<file path="src/rtl/pipeline_pkg.sv">
// -----------------------------------------------------------------------------
// pipeline_pkg
// Shared pipeline definitions: RV32 major-opcode constants used by the hazard
// logic, the hazard-controller FSM state type, and register-field helpers.
// No ports (package).
// -----------------------------------------------------------------------------
package pipeline_pkg;

  localparam logic [6:0] OPC_LUI    = 7'b0110111;
  localparam logic [6:0] OPC_AUIPC  = 7'b0010111;
  localparam logic [6:0] OPC_JAL    = 7'b1101111;
  localparam logic [6:0] OPC_RTYPE  = 7'b0110011;
  localparam logic [6:0] OPC_STORE  = 7'b0100011;
  localparam logic [6:0] OPC_BRANCH = 7'b1100011;
  localparam logic [6:0] OPC_LOAD   = 7'b0000011;

  typedef enum logic [1:0] {
    RUN        = 2'd0,
    LOAD_STALL = 2'd1,
    FLUSH      = 2'd2,
    MEM_WAIT   = 2'd3
  } hz_state_e;

  function automatic logic [4:0] rs1_of(input logic [31:0] inst);
    return inst[19:15];
  endfunction

  function automatic logic [4:0] rs2_of(input logic [31:0] inst);
    return inst[24:20];
  endfunction

endpackage

</file>
<file path="src/rtl/hz_src_use.sv">
// -----------------------------------------------------------------------------
// hz_src_use
// Decodes which source-register fields of an instruction are real operands.
// rs1 is read by everything except LUI, AUIPC and JAL; rs2 only by R-type,
// STORE and BRANCH. Purely combinational.
// Ports:
//   inst     in  32  instruction word
//   rs1_used out 1   rs1 field is an operand
//   rs2_used out 1   rs2 field is an operand
// -----------------------------------------------------------------------------
module hz_src_use
  import pipeline_pkg::*;
(
  input  logic [31:0] inst,
  output logic        rs1_used,
  output logic        rs2_used
);

  logic [6:0] opcode;
  logic       unused_inst_bits;

  assign opcode = inst[6:0];
  // Only the opcode matters for operand usage.
  assign unused_inst_bits = ^inst[31:7];

  always_comb begin
    rs1_used = 1'b1;
    rs2_used = 1'b0;
    case (opcode)
      OPC_LUI, OPC_AUIPC, OPC_JAL:     rs1_used = 1'b0;
      OPC_RTYPE, OPC_STORE, OPC_BRANCH: rs2_used = 1'b1;
      default: ;
    endcase
  end

endmodule

</file>
<file path="src/rtl/hazard_ctrl.sv">
// -----------------------------------------------------------------------------
// hazard_ctrl
// Pipeline hazard controller: load-use bubbles, branch flushes and LSU wait
// stalls with a watchdog. Priority: LSU wait > branch taken > load-use.
// Outputs are combinational from the current state and inputs.
// Optional feature: define HAZARD_STALL_CNT_EN to add o_hz_stall_cycles, a
// free-running 32-bit count of cycles with any stall asserted.
// Parameter:
//   MEM_TIMEOUT  max MEM_WAIT cycles before forced release (0 = no watchdog)
// Ports:
//   i_clk, i_reset (sync, active-high)
//   i_hz_inst_decode[31:0]     instruction in ID
//   i_hz_rd_addr_execute[4:0]  rd of the instruction in EX
//   i_hz_mem_rden_execute      EX holds a load
//   i_hz_branch_taken_execute  redirect resolved in EX
//   i_hz_lsu_req_mem           MEM instruction uses the LSU
//   i_hz_lsu_ack               LSU completes this cycle
//   o_hz_stall_pc/if_id/id_ex/ex_mem  hold signals
//   o_hz_flush_if_id/id_ex     bubble insertion
//   o_hz_state[1:0]            current FSM state
//   o_hz_mem_timeout           one-cycle watchdog expiry pulse
//   o_hz_stall_cycles[31:0]    (HAZARD_STALL_CNT_EN only)
// -----------------------------------------------------------------------------
module hazard_ctrl
  import pipeline_pkg::*;
#(
  parameter int unsigned MEM_TIMEOUT = 255
)(
  input  logic        i_clk,
  input  logic        i_reset,
  input  logic [31:0] i_hz_inst_decode,
  input  logic [4:0]  i_hz_rd_addr_execute,
  input  logic        i_hz_mem_rden_execute,
  input  logic        i_hz_branch_taken_execute,
  input  logic        i_hz_lsu_req_mem,
  input  logic        i_hz_lsu_ack,
  output logic        o_hz_stall_pc,
  output logic        o_hz_stall_if_id,
  output logic        o_hz_stall_id_ex,
  output logic        o_hz_stall_ex_mem,
  output logic        o_hz_flush_if_id,
  output logic        o_hz_flush_id_ex,
  output logic [1:0]  o_hz_state,
  output logic        o_hz_mem_timeout
`ifdef HAZARD_STALL_CNT_EN
  ,
  output logic [31:0] o_hz_stall_cycles
`endif
);

  localparam bit           TMO_EN   = (MEM_TIMEOUT != 0);
  localparam int           WD_W     = TMO_EN ? $clog2(MEM_TIMEOUT + 1) : 1;
  localparam logic [WD_W-1:0] WD_LIMIT = WD_W'(MEM_TIMEOUT);

  hz_state_e       state_reg, state_next;
  logic [WD_W-1:0] wd_cnt_reg, wd_cnt_next;

  logic rs1_used, rs2_used;
  logic [4:0] rs1, rs2;
  logic mem_wait_cond;
  logic load_use;
  logic load_use_en;

  hz_src_use u_src_use (
    .inst     (i_hz_inst_decode),
    .rs1_used (rs1_used),
    .rs2_used (rs2_used)
  );

  assign rs1 = rs1_of(i_hz_inst_decode);
  assign rs2 = rs2_of(i_hz_inst_decode);

  assign mem_wait_cond = i_hz_lsu_req_mem & ~i_hz_lsu_ack;

  assign load_use = i_hz_mem_rden_execute
                  && (i_hz_rd_addr_execute != 5'd0)
                  && ((rs1_used && (i_hz_rd_addr_execute == rs1))
                   || (rs2_used && (i_hz_rd_addr_execute == rs2)));

  // LOAD_STALL masks detection so one load yields one bubble; in FLUSH the
  // ID stage holds a squashed instruction, so nothing there can be a consumer.
  assign load_use_en = (state_reg == RUN) || (state_reg == MEM_WAIT);

  always_comb begin
    state_next        = RUN;
    wd_cnt_next       = '0;
    o_hz_stall_pc     = 1'b0;
    o_hz_stall_if_id  = 1'b0;
    o_hz_stall_id_ex  = 1'b0;
    o_hz_stall_ex_mem = 1'b0;
    o_hz_flush_if_id  = 1'b0;
    o_hz_flush_id_ex  = 1'b0;
    o_hz_mem_timeout  = 1'b0;

    if (i_reset) begin
      state_next = RUN;
    end else if (mem_wait_cond) begin
      if (TMO_EN && (state_reg == MEM_WAIT) && (wd_cnt_reg == WD_LIMIT)) begin
        // Watchdog expiry: release the pipeline for one cycle and restart.
        o_hz_mem_timeout = 1'b1;
        state_next       = RUN;
      end else begin
        o_hz_stall_pc     = 1'b1;
        o_hz_stall_if_id  = 1'b1;
        o_hz_stall_id_ex  = 1'b1;
        o_hz_stall_ex_mem = 1'b1;
        state_next        = MEM_WAIT;
        // The count starts at the first cycle spent in MEM_WAIT.
        if (state_reg == MEM_WAIT) begin
          wd_cnt_next = wd_cnt_reg + 1'b1;
        end
      end
    end else if (i_hz_branch_taken_execute) begin
      // Decode holds a wrong-path instruction, so a load-use match is moot.
      o_hz_flush_if_id = 1'b1;
      o_hz_flush_id_ex = 1'b1;
      state_next       = FLUSH;
    end else if (load_use && load_use_en) begin
      o_hz_stall_pc    = 1'b1;
      o_hz_stall_if_id = 1'b1;
      o_hz_flush_id_ex = 1'b1;
      state_next       = LOAD_STALL;
    end
  end

  always_ff @(posedge i_clk) begin
    if (i_reset) begin
      state_reg  <= RUN;
      wd_cnt_reg <= '0;
    end else begin
      state_reg  <= state_next;
      wd_cnt_reg <= wd_cnt_next;
    end
  end

  assign o_hz_state = state_reg;

`ifdef HAZARD_STALL_CNT_EN
  logic        stall_any;
  logic [31:0] stall_cycles_reg;

  assign stall_any = o_hz_stall_pc | o_hz_stall_if_id
                   | o_hz_stall_id_ex | o_hz_stall_ex_mem;

  always_ff @(posedge i_clk) begin
    if (i_reset) begin
      stall_cycles_reg <= '0;
    end else if (stall_any) begin
      stall_cycles_reg <= stall_cycles_reg + 32'd1;
    end
  end

  assign o_hz_stall_cycles = stall_cycles_reg;
`endif

endmodule

</file>
<file path="config.mk">
export PLATFORM = sky130hd
export DESIGN_NAME = hazard_ctrl
export DESIGN_NICKNAME = d
export VERILOG_FILES = /design/src/rtl/pipeline_pkg.sv /design/src/rtl/hz_src_use.sv /design/src/rtl/hazard_ctrl.sv
export SDC_FILE = /design/constraint.sdc
export NUM_CORES = 1
export LEC_CHECK = 0
export ABC_AREA = 1
export CORE_ASPECT_RATIO = 0.75
export CORE_UTILIZATION = 30
export DETAILED_ROUTE_END_ITERATION = 7
export DONT_BUFFER_PORTS = 1
export GPL_TIMING_DRIVEN = 0
export PLACE_DENSITY = 0.52
export SYNTH_ARGS = -nofsm -noshare
export SYNTH_HDL_FRONTEND = slang
export SYNTH_SLANG_ARGS = --single-unit
</file>
<file path="constraint.sdc">
create_clock -name i_clk -period 1.7 [get_ports i_clk]
set_clock_uncertainty 0.1 [all_clocks]
set_input_delay 0.255 -clock i_clk [delete_from_list [all_inputs] [get_ports i_clk]]
set_output_delay 0.255 -clock i_clk [all_outputs]
set_load 0.05 [all_outputs]
</file>
[Yosys cells after proc, flatten, opt, wreduce, memory -nomap -nowiden]
Index checks and enable logic that the tools add are counted.
Word-level totals
  register bits: 10
  bits of input ports: 43
Cells by class
  $add $sub $neg: 1
  equality and inequality tests: 10
  multiplexer cells: 22
  bitwise operators: 4
  reduce and logical (&&, ||, !) cells: 13
Operators with widths (count)
  $eq 7x6->1 const B: 3
  $mux 1: 19
  $eq 7x7->1 const B: 2
  $eq 5x5->1: 2
  $add 8x1->8 const B: 1
  $eq 8x8->1 const B: 1
  $eq 7x5->1 const B: 1
  $logic_and 1x1->1: 6
  $mux 2: 3
  $reduce_or 3->1: 2
  $reduce_bool 5->1: 1
  $reduce_or 4->1: 1
  $not 1->1: 3
  $eq 2x2->1 const B: 1
  $logic_not 2->1: 1
  $logic_or 1x1->1: 2
  $and 1x1->1: 1

[Longest topological paths before layout]
  word-level depth: 11
  gate-level depth with buffers: 11
  gate-level depth less buffers: 10

[By module]
Synthesis repeated with hierarchy kept, for this count alone.
Unflattened totals
  cells, all modules: 128
  area total of the unflattened synthesis: 788.3 um^2
Modules (own cells, without submodules)
  hazard_ctrl: times used 1, cells an instance 112, area an instance 721.9 um^2, seq. area each 200.2 um^2
  hz_src_use: times used 1, cells an instance 16, area an instance 66.3 um^2, seq. area each 0.0 um^2

[Least setup slack after synthesis]
OpenSTA, ideal clock, no wires.
  path kind: register to output
  start point: reg state_reg[1], in the netlist o_hz_state[1]
  end point: out o_hz_stall_pc
  data arrival time: 2.708 ns
  data required time: 1.345 ns
  slack: -1.363 ns
  stages on the path, launching flop included: 7
  path buffers: 1
  path through: dfxtp_1 -> ha_1 -> nand3b_1 -> inv_1 -> nand2_1 -> o21ai_0 -> buf_4
Between the ends
  word-level cells in the longest chain between the ends: 7
RTL lines
  from (decl): line hazard_ctrl.sv:55  | hz_state_e state_reg, state_next;
  from (signal assigned): line hazard_ctrl.sv:131  | state_reg <= state_next;
  $eq 2x2->1 / $logic_not 2->1 (equally long branches): line hazard_ctrl.sv:82, hazard_ctrl.sv:98
  $logic_or 1x1->1: line hazard_ctrl.sv:82  | assign load_use_en = (state_reg == RUN) || (state_reg == MEM_WAIT);
  $logic_and 1x1->1: line hazard_ctrl.sv:118  | end else if (load_use && load_use_en) begin
  $mux 1 (2 in series)
  $mux 1 * (2 in series)
  to (decl): line hazard_ctrl.sv:37  | output logic o_hz_stall_pc,
Every way passes the cells marked *; elsewhere a longest branch is shown, timed or not.

[Worst setup path after layout]
  start point: reg state_reg[0], in the netlist o_hz_state[0]
  end point: out o_hz_stall_pc
The elaborated chain is that of the path after synthesis.

==> results.cfg <==
[power_and_ir_drop]
p_int_mw = 0.367
p_seq_share_pct = 47.7
ir_worst_vdd_v = 0.000381
powerDensity_mw_per_mm2 = 600
switching_share_pct = 29.9
p_leak_nw = 0.367
comb_power_share_pct = 19.3
p_sw_mw = 0.157
p_clk_share_pct = 33.0

[floorplan]
die_h_um = 42.9
die_area_mm2 = 0.00243
fp.dieW_um = 56.6
initial_utilization_pct = 32.7
coreArea_mm2 = 0.00205
io_pins = 52
rows = 14

[route]
wl_per_cell_um = 10.2
dr_total_vias = 596
final_antenna_net_count = 0
top_layer_used = met3
routed_wl_mm = 1.31
initialDrtViolationCount = 8
wl_met2_um = 565
dr_wl_met3_um = 111
route.detailed.drc = 0
first_pass_iters = 3
routed_via_density = 4.66
drt-met1-wl_um = 631

[logic_synthesis]
yosysSeqAreaShare_pct = 29.9
synthAdderAreaFrac_pct = 3.73
syn-cell-area_um2 = 671
ys_seq_elements = 10
synth_top_family_by_area = simple AND/OR/NAND/NOR gates
synth-xor-area-share_pct = 20.9
synthMuxAreaShare_pct = 0
syn_inst = 96
synthesis.nets = 141
ys_warn_count = 0
synth_compound_area_share_pct = 2.99
syn_area_per_cell_um2 = 6.99
synth_cell_types = 18
synth-simple-area-share_pct = 34.1

[setup_path]
reg2reg_slack_ps = 200
cp-endpoint = o_hz_stall_pc
crit_type = register to output pin
r2r-start = wd_cnt_reg[1]
critPathRequiredTime_ps = 1340
cp_max_fo = 2
cp-end-kind = output pin
cp-start-kind = register
arrival_ps = 1800
setup.worst_path.start = o_hz_state[0]
r2r_end = wd_cnt_reg[2]
rr_worst_depth = 9

[cts]
clockBufferDepth = 2
cts_buffers = 3
ctsHtreeMaxLevel = 1
clk_pin_slew_ps = 70
cts_hold_buf = 0
cts.sinks = 10
cts_tree = done
clkLatencyLatePin_ps = 270
cts-root-buf = clkbuf_4

[finish]
nets = 150
post_route_cells_drive_above_1_share_pct = 26.0
syn_to_final_growth_pct = 30.0
num_antenna_cells = 0
largest_register_ffs = 8
final_cells = 128

[sta]
finalWorstPathRequiredPeriod_ps = 2150
maxClockFrequency_mhz = 465
layout_setup_ws_ps = -453
finalSetupViolCount = 6
drv_slew = 0
rsz0062_at_grt = yes
worst_pin_slew_ps = 549
setup_tns_ps = -1590
slew_headroom_pct = 63.4
period_share_pct = 127
hold_viol = 0

[global_route]
grt_pass1_vias = 591
grt_max_degree = 9
antenna_found_initial = 0
grtUsageTotal_pct = 12.8
grt_first_pass_wirelength_mm = 2.42
grt_overflow = 0

[place]
placed_cells = 120
io_buffers = 0
dp_slack_ps = -223
hpwl_mm = 1.07
place.gp.congestion = 0.689

[run]
timing.max_cap.violations = 0

[run_status]
violations = negative setup slack
status = complete, but fails checks

[hold_path]
hold_path.class = primary input to register
==> per-stage QoR <==
stage | area (µm²) | util [%] | total power [mW] | hold slack (ps)
2_1_floorplan | 747 | - | 0.340 | 318
3_3_place_gp | 777 | 37.9 | 0.348 | 331
3_5_place_dp | 777 | 37.9 | 0.349 | 338
4_1_cts | 850 | 41.5 | 0.528 | 171
5_1_grt | 872 | 42.6 | 0.553 | 210
6_report | 872 | 42.6 | 0.524 | 178
==> worst max-delay path: stages, from the launching register on <==
cell,delay [ps]
dfxtp_4,460
ha_4,220
nand3b_1,160
inv_2,70
nand2_4,50
o21ai_4,340
buf_6,220
==> per-layer routing <==
layer  GRT usage, %  vias to the layer above
met2           21.4                       27
li1               -                      315
met3           3.96                        0
met4           2.93                        0
met1           16.1                      254
met5              0                        -
==> cells in the mapped netlist <==
cell type,number,share of area [%]
nand2_1,20,11
nor2_1,17,9.5
dfxtp_1,10,30
inv_1,10,5.6
xnor2_1,10,13
nand3_1,6,4.5
xor2_1,6,7.8
nor3_1,3,2.2
o21ai_0,3,2.2
buf_4,2,2.2
ha_1,2,3.7
a21oi_1,1,0.75
inv_2,1,0.56
nand2_4,1,1.7
nand3_2,1,1.5
nand3b_1,1,1.1
nand4_1,1,0.93
nor3_2,1,1.5
==> layout by cell type (no fill, tap or decap), types with 2 or more instances in the layout <==
cell      netlist  layout
buf_4           2       4
clkbuf_4        0       3
nor2_1         17      16
xnor2_1        10      10
dfxtp_2         0       3
dfxtp_1        10       5
ha_4            0       2
inv_1          10       9
nand2_1        20      18
nand2_4         1       2
nor3_4          0       2
nand3_1         6       6
o21ai_0         3       2
xor2_1          6       6
nor3_1          3       2
dfxtp_4         0       2
==> power groups by stage <==
stage	combinational (mW)	clock, mW	sequential [mW]
final	0.101	0.173	0.250
after global routing	0.114	0.189	0.250
after floorplan	0.0850	0	0.255
after CTS	0.101	0.177	0.250
after global placement	0.0922	0	0.256
after detailed placement	0.0935	0	0.256
==> kinds of logic after synthesis <==
family,count (synthesis)
AOI/OAI and AO/OA,4
xor gates and xnor gates,16
adders and majority gates,2
buffers and inverters,13
DFF,10
and+or+nand+nor,51
==> worst min path at each step <==
stage                                    startpoint            end  slack [ps]  depth (start not counted)
after global placement                wd_cnt_reg[0]  wd_cnt_reg[0]         330                          1
final                     i_hz_branch_taken_execute  o_hz_state[1]         180                          2
after floorplan                       wd_cnt_reg[0]  wd_cnt_reg[0]         320                          1
after global routing      i_hz_branch_taken_execute  o_hz_state[1]         210                          2
after CTS                 i_hz_branch_taken_execute  o_hz_state[1]         170                          2
after detailed placement              wd_cnt_reg[0]  wd_cnt_reg[0]         340                          1
==> what timing repair did <==
| action | in CTS | in global routing |
|---|---|---|
| buffers inserted | 2 | 2 |
| pin swaps | 5 | 2 |
| setup endpoints to repair | 6 | 15 |
| gates resized for setup | 7 | 3 |
| endpoints found under the hold margin | 0 | 0 |
==> final cells by class <==
type                            count  area (µm²)
Buffer                              2        26.3
Clock buffer                        4        26.3
Fill cell                         214        1180
Inverter                           11        48.8
Multi-Input combinational cell     73         499
Sequential cell                    10         211
Tap cell                           24        30.0
Timing Repair Buffer                4        30.0
Note: power is estimated with default switching activity, not from simulation.
